`config.mk`:
```
export PLATFORM = sky130hd
export DESIGN_NAME = render_scheduler
export DESIGN_NICKNAME = d
export VERILOG_FILES = /design/src/rtl/render_scheduler.sv
export SDC_FILE = /design/constraint.sdc
export NUM_CORES = 1
export LEC_CHECK = 0
export ABC_AREA = 1
export CAP_MARGIN = 40
export CORE_UTILIZATION = 50
export CTS_CLUSTER_DIAMETER = 100
export DETAILED_ROUTE_END_ITERATION = 8
export DONT_BUFFER_PORTS = 1
export GPL_ROUTABILITY_DRIVEN = 0
export PLACE_DENSITY = 0.68
export SYNTH_ARGS = -nofsm -noshare
export SYNTH_HDL_FRONTEND = slang
export SYNTH_SLANG_ARGS = --single-unit
```
`constraint.sdc`:
```
create_clock -name clk -period 2.7 [get_ports clk]
set_input_delay 0.54 -clock clk [delete_from_list [all_inputs] [get_ports clk]]
set_output_delay 0.54 -clock clk [all_outputs]
set_load 0.01 [all_outputs]
```
`src/rtl/render_scheduler.sv`:
```
// Frame-level sequencer: per-frame car displacement update, renderer start,
// and vsync-aligned front/back buffer swap with drop and timeout accounting.
module render_scheduler #(
  parameter int W              = 320,
  parameter int H              = 240,
  parameter int WB             = 88,
  parameter int HB             = 44,
  parameter int STEP           = 2,
  parameter int TIMEOUT_CYCLES = 131072
) (
  input  logic               clk,
  input  logic               rst,
  input  logic               en,
  input  logic               vsync_tick,
  input  logic               btn_l,
  input  logic               btn_r,
  input  logic               btn_u,
  input  logic               btn_d,
  input  logic               r_busy,
  input  logic               r_done,
  output logic               r_start,
  output logic signed [11:0] dx,
  output logic signed [11:0] dy,
  output logic               wr_buf,
  output logic               rd_buf,
  output logic               swap_pulse,
  output logic [15:0]        frame_cnt,
  output logic [15:0]        drop_cnt,
  output logic               timeout_err
);
  // state     | meaning
  // IDLE      | waiting for vsync_tick with en=1
  // UPDATE    | one cycle: sample buttons, move and clamp dx/dy
  // START     | issue one r_start once the renderer is not busy
  // WAIT_DONE | renderer running; timeout counter active
  // READY     | frame finished; waiting for vsync_tick to swap

  localparam logic signed [12:0] XLIM   = 13'((W - WB) / 2);
  localparam logic signed [12:0] YLIM   = 13'((H - HB) / 2);
  localparam logic signed [12:0] STEP13 = 13'(STEP);
  localparam int                 TW     = $clog2(TIMEOUT_CYCLES + 1);
  localparam logic [TW-1:0]      TLAST  = TW'(TIMEOUT_CYCLES - 1);

  typedef enum logic [2:0] {IDLE, UPDATE, START, WAIT_DONE, READY} state_t;

  state_t             state;
  logic [TW-1:0]      tcnt;
  logic signed [12:0] dx_move, dy_move, dx_sum, dy_sum;
  logic               do_swap, do_drop;

  function automatic logic signed [11:0] clamp(input logic signed [12:0] v,
                                               input logic signed [12:0] lim);
    logic signed [12:0] r;
    if (v > lim)       r = lim;
    else if (v < -lim) r = -lim;
    else               r = v;
    return $signed(r[11:0]);
  endfunction

  // Opposing buttons cancel; sums are formed one bit wider so clamping sees true overflow.
  always_comb begin
    dx_move = '0;
    dy_move = '0;
    if (btn_r && !btn_l) dx_move = STEP13;
    else if (btn_l && !btn_r) dx_move = -STEP13;
    if (btn_d && !btn_u) dy_move = STEP13;
    else if (btn_u && !btn_d) dy_move = -STEP13;
    dx_sum = $signed({dx[11], dx}) + dx_move;
    dy_sum = $signed({dy[11], dy}) + dy_move;
  end

  // A done pulse coinciding with vsync swaps at once rather than counting as a drop.
  always_comb begin
    do_swap = vsync_tick && ((state == READY) || (state == WAIT_DONE && r_done));
    do_drop = vsync_tick && ((state == UPDATE) || (state == START) ||
                             (state == WAIT_DONE && !r_done));
  end

  always_ff @(posedge clk or posedge rst) begin
    if (rst) begin
      state       <= IDLE;
      tcnt        <= '0;
      dx          <= '0;
      dy          <= '0;
      r_start     <= 1'b0;
      wr_buf      <= 1'b1;
      rd_buf      <= 1'b0;
      swap_pulse  <= 1'b0;
      frame_cnt   <= '0;
      drop_cnt    <= '0;
      timeout_err <= 1'b0;
    end else begin
      r_start    <= 1'b0;
      swap_pulse <= 1'b0;
      if (do_drop && drop_cnt != 16'hFFFF) drop_cnt <= drop_cnt + 16'd1;
      if (do_swap) begin
        wr_buf     <= ~wr_buf;
        rd_buf     <= ~rd_buf;
        swap_pulse <= 1'b1;
        frame_cnt  <= frame_cnt + 16'd1;
      end
      case (state)
        IDLE: if (en && vsync_tick) state <= UPDATE;
        UPDATE: begin
          dx      <= clamp(dx_sum, XLIM);
          dy      <= clamp(dy_sum, YLIM);
          r_start <= !r_busy;
          state   <= START;
        end
        START: begin
          if (r_start) begin
            state <= WAIT_DONE;
            tcnt  <= '0;
          end else begin
            r_start <= !r_busy;
          end
        end
        WAIT_DONE: begin
          if (r_done) begin
            if (vsync_tick) state <= en ? UPDATE : IDLE;
            else            state <= READY;
          end else if (tcnt == TLAST) begin
            timeout_err <= 1'b1;
            state       <= IDLE;
          end else begin
            tcnt <= tcnt + 1'b1;
          end
        end
        READY: if (vsync_tick) state <= en ? UPDATE : IDLE;
        default: state <= IDLE;
      endcase
    end
  end
endmodule

```
==> impl.org, run 1 <==
** Status
- Status :: complete, no violations

** Global routing
- The first global-routing pass estimated 20800 um of wire.
- The number of global-route vias before repair was 4494.
- Entering global routing, the biggest net connects 38 pins.
- Remaining global-route overflow :: 0
- GRT Util Overall :: 22.7%
- Number of antenna violations at the first check in global routing :: 0

** Drt
- In this run the remaining antenna-violating nets after routing total 0.
- Wires add up to 12200 um.
- Post-DR wirelength/cell :: 13.2 um
- Using the TritonRoute via totals, the vias-per-cell ratio works out to 5.26.
- DRC errors left :: 0
- Number of detailed-route iterations in the first pass :: 5
- The final route contains 4856 vias.
- The first routing iteration left 301 violations.

** Cells and area
- The repair_antennas step left the layout with diodes totalling 0.
- Once layout is complete, the cells apart from fillers number 924.
- Commonest non-fill, non-tap cells in the layout :: sky130_fd_sc_hd__nand2_1, sky130_fd_sc_hd__inv_1, sky130_fd_sc_hd__dfrtp_1
- The post-route netlist has 10.2% of its cells at a drive strength greater than 1.
- Counting the fill cells in the layout gives 1007.
- For this run, the post-layout net count is 804.
- Leading cell type in the layout, fill and taps excluded :: sky130_fd_sc_hd__nand2_1
- Cells fill 56.5% of the core in the end.
- Area growth from synthesis to layout :: 7.71%

** Synthesis
- Combinational family with the most area after synthesis :: simple AND/OR/NAND/NOR gates
- Measured against the total synthesized area, the mux share comes to 0%.
- Cell area after technology mapping :: 5490 um^2
- Count of distinct cell types in the synthesized netlist :: 46
- The synthesized netlist devotes 7.66% of its cell area to XOR and XNOR gates.
- Instance count of the mapped netlist :: 774
- Share of async-settable or async-resettable flops after synthesis :: 100%
- Warnings, synthesis :: 0
- Synthesized-area fraction occupied by ao, oa, aoi and oai cells :: 6.18%
- The biggest area contributor in the post-synthesis netlist is sky130_fd_sc_hd__dfrtp_1.
- Of the post-synthesis cell area, the dominant cell type holds 36.0%.
- Summing the areas of all and, or, nand and nor instances in the mapped netlist gives 37.3% of the synthesized area.
- In the synthesized netlist the dominant register cell turns out to be sky130_fd_sc_hd__dfrtp_1.
- Flip-flop and latch count after synthesis :: 80
- Averaged over all synthesized cells, the footprint is 7.09 um^2.
- Adder-cell area share of the yosys netlist :: 2.51%
- Sequential element share of the synthesized area :: 36.5%
- Yosys mapped a number of flops with a built-in enable equal to 0.
- Ranked by total cell area, the synthesized netlist is headed by sky130_fd_sc_hd__dfrtp_1, sky130_fd_sc_hd__nand2_1, sky130_fd_sc_hd__inv_1.

** STA
- Maximum clock skew at final layout :: 0.0140 ns
- Achievable frequency :: 424 MHz
- Setup repair after global routing left no endpoint under its margin.
- The worst pin sits at a relative slew slack of 56.2%.
- For the finished layout, the period the worst path requires is 2.36 ns.
- Setup violations remaining at the end of the flow were counted as 0.
- Dividing the final minimum period by the clock period gives 87.4%.
- For the pin with the worst max-slew slack, the measured transition is 0.656 ns.
- Count of final hold-check violations :: 0
- Adding up every negative setup slack in the final design gives 0 ns.
- Number of max-slew violations in the final report :: 0

** Placement
- Port buffering added 0 buffers.
- Post-detailed-placement half-perimeter wirelength :: 9300 um
- Once placement completed, the tool counted placed cells totaling 908.

** Clock network
- Counting every sink on the clock net gives 80.
- Clock-pin slew was measured on the worst setup and hold paths at 0.10 ns.
- TritonCTS clock tree :: yes
- In this run, post-CTS repair resized a total of 0 instances.
- Deepest clock path buffer count :: 2
- Clock insertion delay at the later pin of the skew report :: 0.36 ns
- The H-tree was split into 3 levels.
- Post-CTS Setup Repair Bufs :: 0
- The number of hold buffers added after CTS was 0.
- Root buffer selected by CTS :: sky130_fd_sc_hd__clkbuf_8
- CTS buffer count :: 9

** Min path
- The tightest min-delay check is of the input pin to asynchronous set/reset pin type.

** Floorplan
- The core region is 10500 um^2.
- Chip Height :: 107 um
- Count of standard-cell rows :: 37
- Top-level I/O count :: 71
- Starting density of the core :: 52.4%
- Chip width :: 107 um
- The die covers 11400 um^2.

** Power and ir drop
- Peak supply drop :: 0.522 mV
- In this run the static leakage power is 3.08 nW.
- For this design the ratio of total power to cell area is 946 nW/um^2.

** Setup path
- The critical path goes through inv_1 -> ha_1 -> buf_4 -> nor2_1 -> nor2_2 -> nand2_1 -> nor2_1 -> nand2_1 -> nand2_1 -> nand2_1 -> nand2_1 -> nand3_1 -> nor2_1 -> nand3_1 -> nand2_4 -> nand3_1 -> nand2_1 -> inv_1.
- Worst path arrival time :: 2.61 ns
- The worst register-to-register path begins at tcnt[0].
- The worst setup path is launched from an input pin.
- Required time of the critical path :: 2.95 ns
- Max stage delay on crit path :: 0.27 ns
- Critical path fanouts, max :: 16
- Cell repeated most along the worst path :: sky130_fd_sc_hd__nand2_1
- Critical path type :: input pin to flip-flop
- Slowest-stage cell, CP :: sky130_fd_sc_hd__buf_4
- Kind of end point of the critical path :: flip-flop
- Critical Path Source :: btn_d

** Flow run
- Total of max-cap violations :: 0
## power breakdown
group | internal [mW] | leakage [nW] | switching [mW] | total [mW]
clock network | 0.626 | 0.122 | 0.483 | 1.11
registers | 1.48 | 1.01 | 0.510 | 1.99
logic | 0.844 | 1.95 | 1.64 | 2.49
## Yosys cell counts, types with 2 or more instances
master / number
sky130_fd_sc_hd__xor2_4: 2
sky130_fd_sc_hd__a31oi_1: 3
sky130_fd_sc_hd__nand3_2: 2
sky130_fd_sc_hd__buf_4: 3
sky130_fd_sc_hd__nor4_1: 5
sky130_fd_sc_hd__ha_1: 11
sky130_fd_sc_hd__nand3_1: 72
sky130_fd_sc_hd__dfrtp_1: 79
sky130_fd_sc_hd__nor2_2: 12
sky130_fd_sc_hd__nand2_2: 9
sky130_fd_sc_hd__or2_0: 2
sky130_fd_sc_hd__nor2_1: 66
sky130_fd_sc_hd__nand2_4: 2
sky130_fd_sc_hd__nand4_1: 10
sky130_fd_sc_hd__or2_2: 2
sky130_fd_sc_hd__nand3b_1: 5
sky130_fd_sc_hd__o21ai_0: 26
sky130_fd_sc_hd__xor2_1: 23
sky130_fd_sc_hd__buf_2: 3
sky130_fd_sc_hd__buf_6: 2
sky130_fd_sc_hd__a21oi_1: 23
sky130_fd_sc_hd__nor3_1: 19
sky130_fd_sc_hd__inv_2: 11
sky130_fd_sc_hd__clkbuf_1: 2
sky130_fd_sc_hd__o21bai_1: 2
sky130_fd_sc_hd__nor2_4: 5
sky130_fd_sc_hd__xnor2_1: 15
sky130_fd_sc_hd__xor2_2: 2
sky130_fd_sc_hd__inv_1: 109
sky130_fd_sc_hd__o21ai_1: 4
sky130_fd_sc_hd__nor3_4: 2
sky130_fd_sc_hd__nand2_1: 227
## state kept, by name (all words and copies together) (netlist names), 3 cells and up
register,count
frame_cnt,16
dy,11
tcnt,18
drop_cnt,16
state,3
dx,11
## cells by family (layout without fill, tap and decap cells)
logic type	count (synthesis)	count (layout)
AO/OA/AOI/OAI	63	63
buffers and inverters	131	144
XOR/XNOR	42	42
AND/OR/NAND/NOR	446	446
other	1	2
flip-flops	80	80
adder cells (fa/ha/maj)	11	11
## per-stage QoR
step                hold slack [ns]  setup WS, ns  total power [mW]  cell area, um^2
finish                        0.128         0.339              5.59             5910
global route                  0.174        0.0777              6.06             5910
CTS                           0.145         0.362              5.62             5910
detailed placement            0.469       0.00305              4.49             5660
global placement              0.471        0.0452              4.44             5660
floorplan                     0.446         0.110              3.92             5490
## critical path, delay by kind of cell
family	cells	cell delay [ns]
buf+inv	3	0.36
fa+ha+maj	1	0.23
simple gates	14	1.46
## layer usage
layer	GRT usage (%)	vias up	share of wire [%]
li1	-	2448	-
met1	29.8	2263	45
met2	37.8	129	48
met3	4.56	16	5.2
met4	6.56	0	1.4
met5	0	-	0
## path summary, 6_finish.rpt
kind,to,slack (ns),cells past startpoint
min in group clk,state[2],0.24,1
min,frame_cnt[10],0.13,1
max reg2reg,tcnt[8],0.39,12
max,dy[1],0.34,18
min reg2reg,tcnt[2],0.49,1
max in group asynchronous,frame_cnt[7],1.91,2
## layout make-up
type                            instances  area, um^2  share of cell area, %
Inverter                              120         452                   7.64
Clock inverter                          7         126                   2.14
Multi-Input combinational cell        564        2950                   49.9
Clock buffer                            9         124                   2.10
Tap cell                              136         170                   2.88
Sequential cell                        80        2000                   33.9
Timing Repair Buffer                    8        85.1                   1.44
Power figures use the tool's default switching activity.
==> run 2, diff against run 1 <==
--- a/config.mk
+++ b/config.mk
@@ -5,7 +5,6 @@
 export SDC_FILE = /design/constraint.sdc
 export NUM_CORES = 1
 export LEC_CHECK = 0
-export ABC_AREA = 1
 export CAP_MARGIN = 40
 export CORE_UTILIZATION = 50
 export CTS_CLUSTER_DIAMETER = 100
==> impl.org, run 2 <==
** Global routing
- The maximum number of pins on one net before global-route repair was 45 (+18%).
- The overall track demand over capacity in global routing is 22.9% (+0.24 points).
- Remaining global-route overflow :: 0 (unchanged)
- The number of global-route vias before repair is 4290 (-4.5%).
- First-pass GRT wire length :: 20500 um (-1.4%)
- Number of antenna violations at the first check in global routing :: 0 (unchanged)

** Synthesis
- The commonest cells after synthesis are sky130_fd_sc_hd__dfrtp_1, sky130_fd_sc_hd__nand2_1, sky130_fd_sc_hd__nor2_1, sky130_fd_sc_hd__xnor2_1, sky130_fd_sc_hd__xor2_1.
- Main flop type after synthesis :: sky130_fd_sc_hd__dfrtp_1
- Flip-flop and latch count after synthesis :: 80 (unchanged)
- The simple-gate area share of the yosys netlist was 21.9% (-15 points).
- The share of the yosys chip area belonging to registers is 38.4% (+1.9 points).
- Portion of synthesized cell area occupied by the leading cell type :: 37.9% (+1.9 points)
- Fraction of synthesized area in multiplexers :: 1.22% (+1.2 points)
- Share of the synthesized netlist area taken by xor and xnor gates :: 12.8% (+5.1 points)
- Most common cell in the synthesized netlist :: sky130_fd_sc_hd__dfrtp_1
- Instance count of the mapped netlist :: 568 (-27%)
- Yosys attributes the largest share of cell area to sky130_fd_sc_hd__dfrtp_1, sky130_fd_sc_hd__xnor2_1, sky130_fd_sc_hd__xor2_1.
- The complex-gate fraction of the synthesized area was 18.2% (+12 points).
- Warnings, synthesis :: 0 (unchanged)
- Cell area after technology mapping :: 5210 um^2 (-5.0%)
- Adder-cell area share of the yosys netlist :: 2.64% (+0.13 points)
- The number of enable-type register cells in the synthesized netlist was 0 (unchanged).
- Post-synthesis average cell area :: 9.17 um^2 (+29%)
- Combinational family with the most area after synthesis :: simple AND/OR/NAND/NOR gates
- The count of unique library cells instantiated by Yosys came to 82 (+78%).
- Share of async-settable or async-resettable flops after synthesis :: 100% (unchanged)
- The synthesized design spends more area on one cell type than any other, namely sky130_fd_sc_hd__dfrtp_1.

** Power and ir drop
- The internal power was 3.36 mW (+14%).
- The leakage dissipation is 2.78 nW (-9.9%).
- The switching share of power was 42.8% (-4.4 points).
- The part of the total power dissipated in sequential elements is 35.3% (-0.4 points).
- Peak supply drop :: 0.569 mV (+8.9%)
- Sw power :: 2.52 mW (-4.6%)
- Proportion of power drawn by combinational gates :: 48.8% (+4.3 points)
- The total power density per cell area is 915 nW/um^2 (-3.3%).
- The clock share of power was 15.8% (-4.0 points).

** Clock network
- Maximum level of the CTS H-tree :: 3 (unchanged)
- CTS buffer count :: 9 (unchanged)
- Deepest clock path buffer count :: 2 (unchanged)
- The clock latency reported for the late side of the worst-skew pair came to 0.36 ns (about the same).
- Root buffer selected by CTS :: sky130_fd_sc_hd__clkbuf_8
- The clock transition at the registers of the reported paths was 0.09 ns (about the same).
- TritonCTS built the clock tree.
- The clock net sink count is 80 (unchanged).

** Placement
- Placement Setup Slack :: -0.476 ns (-0.479 ns)
- Number of buffers added on ports :: 0 (unchanged)
- The half-perimeter wire length after placement was 8780 um (-5.6%).

** STA
- Part of the cycle the worst path needs :: 104% (+16 points)
- The final critical-path required period was 2.80 ns (+0.440 ns).
- RSZ-0062 raised after global routing :: yes
- Headroom to the max-slew limit :: 48.7% (-7.5 points)
- Maximum clock skew at final layout :: 0.0162 ns (+0.00222 ns)
- The highest attainable clock frequency is 357 MHz (-16%).
- The hold violation count in the final report came to 0 (unchanged).
- The number of slew-limit violations in the final report is 0 (unchanged).
- The slew of the pin with the lowest slew margin is 0.768 ns (+0.112 ns).
- Final setup viols :: 4 (+4)
- The worst hold slack after final layout was 0.179 ns (+0.0502 ns).
- Post-route worst setup slack :: -0.101 ns (-0.440 ns)

** Cells and area
- Commonest non-fill, non-tap cells in the layout :: sky130_fd_sc_hd__dfrtp_1, sky130_fd_sc_hd__buf_4, sky130_fd_sc_hd__nand2_1
- In the final layout, the registers with the most flip-flops are tcnt (18), drop_cnt (16), frame_cnt (16).
- tcnt holds more flip-flops than any other register.
- Total area of multi-input combinational cells :: 3290 um^2 (+12%)
- The number of nets in the finished design came to 647 (-20%).
- Max FFs per register :: 18 (unchanged)
- Number of fill cells in the layout :: 817 (-19%)
- The area growth from synthesis to layout is 23.4%.
- The area taken by flip-flops and latches is 2010 um^2 (+0.31%).
- Count of inserted antenna diode cells :: 0 (unchanged)
- The share of layout cells above drive strength 1 was 28.1% (+18 points).

** Floorplan
- Chip Height :: 104 um (-2.5%)
- The core outline area came to 9950 um^2 (-4.9%).
- The floorplan die area came to 10800 um^2 (-4.9%).
- Count of standard-cell rows :: 36 (-2.7%)
- The effective utilization at floorplan was 52.3% (-0.10 points).
- Chip width :: 104 um (-2.5%)
- Top-level I/O count :: 71 (unchanged)

** Drt
- The iteration count of the initial detailed-routing pass is 4 (-1).
- The vias after detailed routing came to 4397 (-9.5%).
- The final antenna-violating net count is 0 (unchanged).
- The routed length per placed instance is 15.8 um (+19%).
- The number of design-rule violations left by the first detailed-router iteration was 251 (-17%).
- Vias per inst :: 5.76 (+9.5%)
- Routed wire length :: 12000 um (-1.6%)
- DRC errors left :: 0 (unchanged)

** Status
- The final reports fail on negative setup slack.
- Status :: finished, violations left

** Setup path
- Critical path fanouts, max :: 16 (unchanged)
- The data required time at the worst endpoint is 2.94 ns (about the same).
- Worst path arrival time :: 3.05 ns (+0.44 ns)
- STA classifies the critical path startpoint as an input pin.
- Kind of end point of the critical path :: flip-flop
- The worst setup path is of the input pin to flip-flop kind.

** Flow run
- The number of max-cap violations came to 0 (unchanged).

** Min path
- Path class of the lowest-slack min-delay path :: input pin to asynchronous set/reset pin
[run 2: changes by cell type in the layout (fill, tap and decap cells not counted), sizes merged, moves of 8 or more]
cell    change
nor2       -38
inv        -97
o21ai      -12
nand3      -54
and3       +15
xnor2      +24
nand2     -185
buf        +72
a211oi      +8
nor3       -10
xor2        +9
o21a        +9
[run 2: path summary, 6_finish.rpt]
check / start / to / slack (ns) / cells past startpoint
min in group clk: vsync_tick / state[2] / 0.24 / 1
hold / removal: rst / drop_cnt[5] / 0.18 / 1
max in group asynchronous: rst / dy[5] / 1.87 / 2
setup / recovery: btn_r / dx[2] / -0.10 / 14
setup reg to reg: dx[1] / dx[2] / 0.01 / 10
hold reg to reg: tcnt[0] / tcnt[0] / 0.52 / 1
[run 2: area by class of cell]
| type | instances | area share, % |
|---|---|---|
| clock buffer | 10 | 2.14 |
| clock inverter | 6 | 1.17 |
| inverter | 22 | 1.69 |
| multi-input combinational | 433 | 51.2 |
| sequential | 80 | 31.3 |
| tap | 133 | 2.59 |
| timing repair buffer | 80 | 9.96 |
[run 2: routing by layer]
layer / vias up / track usage [%] / routed length (um)
li1: 2141 / - / -
met1: 2144 / 30.3 / 5470
met2: 99 / 37.8 / 5930
met3: 13 / 4.45 / 474
met4: 0 / 7.55 / 174
met5: - / 0 / 0
[run 2: power groups by stage]
stage	sequential (mW)	clock (mW)	combinational [mW]
6_report	2.08	0.931	2.87
5_1_grt	2.13	0.997	3.14
4_1_cts	2.03	0.948	2.73
3_5_place_dp	2.05	0	2.64
3_3_place_gp	2.03	0	2.56
2_1_floorplan	1.85	0	1.89
[run 2: critical path, stage by stage]
cell,delay [ns]
sky130_fd_sc_hd__inv_12,0.02
sky130_fd_sc_hd__buf_6,0.10
sky130_fd_sc_hd__ha_4,0.16
sky130_fd_sc_hd__buf_4,0.17
sky130_fd_sc_hd__buf_4,0.20
sky130_fd_sc_hd__nand2_1,0.16
sky130_fd_sc_hd__nand2_1,0.10
sky130_fd_sc_hd__o22ai_1,0.22
sky130_fd_sc_hd__xor2_1,0.33
sky130_fd_sc_hd__a2111oi_2,0.11
sky130_fd_sc_hd__a2111oi_4,0.35
sky130_fd_sc_hd__nand2_1,0.14
sky130_fd_sc_hd__o21ba_4,0.22
sky130_fd_sc_hd__o31a_1,0.23
[run 2: logic make-up (layout without fill, tap and decap cells)]
| logic type | Yosys count | in the layout |
|---|---|---|
| compound gates | 127 | 127 |
| other cells | 1 | 2 |
| buf+inv | 56 | 118 |
| fa+ha+maj | 11 | 11 |
| flops | 80 | 80 |
| xor+xnor | 75 | 75 |
| mux | 6 | 6 |
| simple gates | 212 | 212 |
[run 2: repair_timing]
item | in CTS | in global routing
buffers inserted | 2 | 1
resized for setup | 17 | 35
hold buffers | 0 | 0
endpoints found under the setup margin | 6 | 12
pin swaps | 11 | 16
[run 2: stage by stage]
step | setup TNS, ns | area, um^2 | total power [mW] | util, % | instances
finish | -0.176 | 6430 | 5.88 | 64.6 | 764
global route | -0.560 | 6430 | 6.27 | 64.6 | 764
CTS | -0.104 | 6250 | 5.71 | 62.8 | 763
detailed placement | -5.72 | 5920 | 4.69 | 59.5 | 745
global placement | -4.51 | 5920 | 4.60 | 59.5 | 745
floorplan | -3.36 | 5350 | 3.74 | - | 569
==> run 3, diff against run 2 <==
--- a/config.mk
+++ b/config.mk
@@ -6,12 +6,14 @@
 export NUM_CORES = 1
 export LEC_CHECK = 0
 export CAP_MARGIN = 40
-export CORE_UTILIZATION = 50
+export CELL_PAD_IN_SITES_DETAIL_PLACEMENT = 2
+export CELL_PAD_IN_SITES_GLOBAL_PLACEMENT = 2
+export CORE_UTILIZATION = 36
 export CTS_CLUSTER_DIAMETER = 100
 export DETAILED_ROUTE_END_ITERATION = 8
 export DONT_BUFFER_PORTS = 1
 export GPL_ROUTABILITY_DRIVEN = 0
-export PLACE_DENSITY = 0.68
+export PLACE_DENSITY_LB_ADDON = 0.1
 export SYNTH_ARGS = -nofsm -noshare
 export SYNTH_HDL_FRONTEND = slang
 export SYNTH_SLANG_ARGS = --single-unit
==> impl.org, run 3 (synthesis results as in run 2) <==
** Status
- The run finished, with violations left.
- Violations in the final reports :: negative setup slack

** Setup path
- STA classifies the critical path startpoint as an input pin.
- The worst setup path is captured at a flip-flop.
- Critical path fanouts, max :: 5 (-11)
- The register-to-register path setup slack was -0.15 ns (-0.16 ns).
- The arrival time of the worst setup path was 3.13 ns (+0.08 ns).
- By startpoint and endpoint, the worst setup path is classified as input pin to flip-flop.
- Required time of the critical path :: 2.92 ns (-0.02 ns)

** Clock network
- TritonCTS clock tree :: yes
- The clock transition at the registers of the reported paths was 0.06 ns (-0.03 ns).
- The clock net sink count is 80 (unchanged).
- Root buffer selected by CTS :: sky130_fd_sc_hd__clkbuf_16
- Maximum level of the CTS H-tree :: 3 (unchanged)
- Deepest clock path buffer count :: 2 (unchanged)
- Clock insertion delay at the later pin of the skew report :: 0.33 ns (-0.03 ns)
- CTS buffer count :: 9 (unchanged)

** Power and ir drop
- Tot Pwr :: 6.61 mW (+12%)
- Leak pwr :: 2.93 nW (+5.5%)
- The total power density per cell area is 972 nW/um^2 (+6.2%).
- The worst-case vdd ir drop was 0.428 mV (-25%).

** Drt
- ANT nets after route :: 0 (unchanged)
- The vias after detailed routing was 4647 (+5.7%).
- The iteration count of the initial detailed-routing pass is 4 (unchanged).
- Post-DR wirelength/cell :: 21.3 um (+35%)
- DRC errors left :: 0 (unchanged)
- Violation count after the first detailed-route iteration :: 135 (-46%)
- The detailed-route wire length came to 17600 um (+46%).
- The via density per instance was 5.63 (-2.2%).

** Global routing
- First-pass GRT wire length :: 28300 um (+38%)
- The overall track demand over capacity in global routing was 24.3% (+1.4 points).
- The number of antenna violations at the first check in global routing was 0 (unchanged).
- Number of global-route vias before repair :: 5273 (+23%)
- The final global-route overflow total is 0 (unchanged).
- The maximum number of pins on one net before global-route repair came to 60 (+33%).

** Floorplan
- The floorplan die width came to 122 um (+18%).
- Top-level I/O count :: 71 (unchanged)
- Chip Height :: 122 um (+18%)
- Core area :: 14000 um^2 (+41%)
- The floorplan die area came to 15000 um^2 (+38%).
- Count of standard-cell rows :: 43 (+19%)
- The effective utilization at floorplan came to 37.2% (-15 points).

** STA
- RSZ-0062 raised after global routing :: yes
- Period minus WS final :: 2.92 ns (+0.117 ns)
- Achievable frequency :: 343 MHz (-4.0%)
- The worst-case headroom to the max-slew limit was 64.0% (+15 points).
- Final setup viols :: 7 (+3)
- Part of the cycle the worst path needs :: 108% (+4.3 points)
- The hold violation count in the final report came to 0 (unchanged).
- Number of max-slew violations in the final report :: 0 (unchanged)
- The setup clock skew after layout came to 0.00928 ns (-0.00690 ns).
- Worst-margin pin slew :: 0.541 ns (-0.227 ns)
- The worst setup slack after layout was -0.218 ns (-0.117 ns).

** Cells and area
- The flip-flop count of the largest register after layout was 18 (unchanged).
- The largest registers in the layout are tcnt (18), drop_cnt (16), frame_cnt (16).
- Area growth from synthesis to layout :: 30.6%
- The fill cell total of the finished layout was 1471 (+80%).
- The library cell used most frequently in the layout, excluding fill and tap cells, is sky130_fd_sc_hd__buf_4.
- Nets :: 662 (+2.3%)
- Leaving out fill and tap cells, the most frequent cells in the layout are sky130_fd_sc_hd__buf_4, sky130_fd_sc_hd__dfrtp_1, sky130_fd_sc_hd__nand2_1.
- The share of layout cells above drive strength 1 came to 30.8% (+2.8 points).
- Count of inserted antenna diode cells :: 0 (unchanged)
- The register with the most flip-flops in the final layout is tcnt.

** Placement
- The half-perimeter wire length after placement came to 12400 um (+41%).
- The count of input and output buffers is 0 (unchanged).
- The pre-CTS worst setup slack is -0.591 ns (-0.115 ns).

** Min path
- The tightest min-delay check is of the input pin to asynchronous set/reset pin type.

** Flow run
- Total of max-cap violations :: 0 (unchanged)
-- run 3: area by class of cell --
class,count,area (um^2),area share [%]
clock buffers,11,253,3.71
inverters,22,111,1.64
repair buffers,95,764,11.2
well taps,180,225,3.31
multi-input cells,433,3390,49.8
flip-flops and latches,80,2010,29.5
clock inverters,5,55.1,0.809
-- run 3: worst max-delay path, stage by stage --
cell	delay, ns
sky130_fd_sc_hd__inv_12	0.02
sky130_fd_sc_hd__buf_6	0.10
sky130_fd_sc_hd__ha_4	0.16
sky130_fd_sc_hd__xor2_2	0.18
sky130_fd_sc_hd__ha_4	0.19
sky130_fd_sc_hd__and3b_1	0.19
sky130_fd_sc_hd__o21ai_2	0.21
sky130_fd_sc_hd__a21bo_4	0.18
sky130_fd_sc_hd__a21oi_4	0.05
sky130_fd_sc_hd__or3_4	0.36
sky130_fd_sc_hd__a2111oi_4	0.35
sky130_fd_sc_hd__nand2_1	0.15
sky130_fd_sc_hd__o21ba_4	0.22
sky130_fd_sc_hd__o31a_1	0.24
-- run 3: final timing paths --
kind,from,to,cells after the start
setup / recovery,btn_r,dx[2],14
hold / removal,rst,frame_cnt[7],1
setup reg to reg,dx[1],dx[2],11
hold reg to reg,tcnt[0],tcnt[0],1
max in group asynchronous,rst,dx[5],2
min in group clk,vsync_tick,state[2],1
-- run 3: per-stage QoR --
step           setup TNS (ns)  hold slack (ns)  area [um^2]  std cells  util (%)
3_5_place_dp            -8.69            0.433         6060        803      43.3
2_1_floorplan           -3.36            0.490         5350        569         -
6_report               -0.665           0.0785         6810        826      48.7
4_1_cts                -0.285           0.0785         6630        823      47.4
5_1_grt                 -1.84           0.0881         6810        826      48.7
3_3_place_gp            -6.66            0.425         6060        803      43.3
-- run 3: power by group --
part | switching (mW) | leakage [nW] | total [mW] | internal, mW
clock network | 0.478 | 0.148 | 1.24 | 0.763
logic | 1.74 | 1.77 | 3.26 | 1.53
registers | 0.623 | 1.02 | 2.11 | 1.48
total | 2.84 | 2.93 | 6.61 | 3.78
-- run 3: what timing repair did --
action,CTS,global route
gates resized for setup,40,32
hold buffers,0,0
setup buffers,4,3
endpoints found under the setup margin,15,17
pin swaps,19,13
-- run 3: metal layers --
| layer | wire length, um | up-vias | GRT usage (%) |
|---|---|---|---|
| met2 | 9160 | 60 | 43.6 |
| met3 | 605 | 10 | 4.37 |
| met4 | 140 | 0 | 5.95 |
| li1 | - | 2159 | - |
| met5 | 0 | - | 0 |
| met1 | 7720 | 2418 | 29.9 |
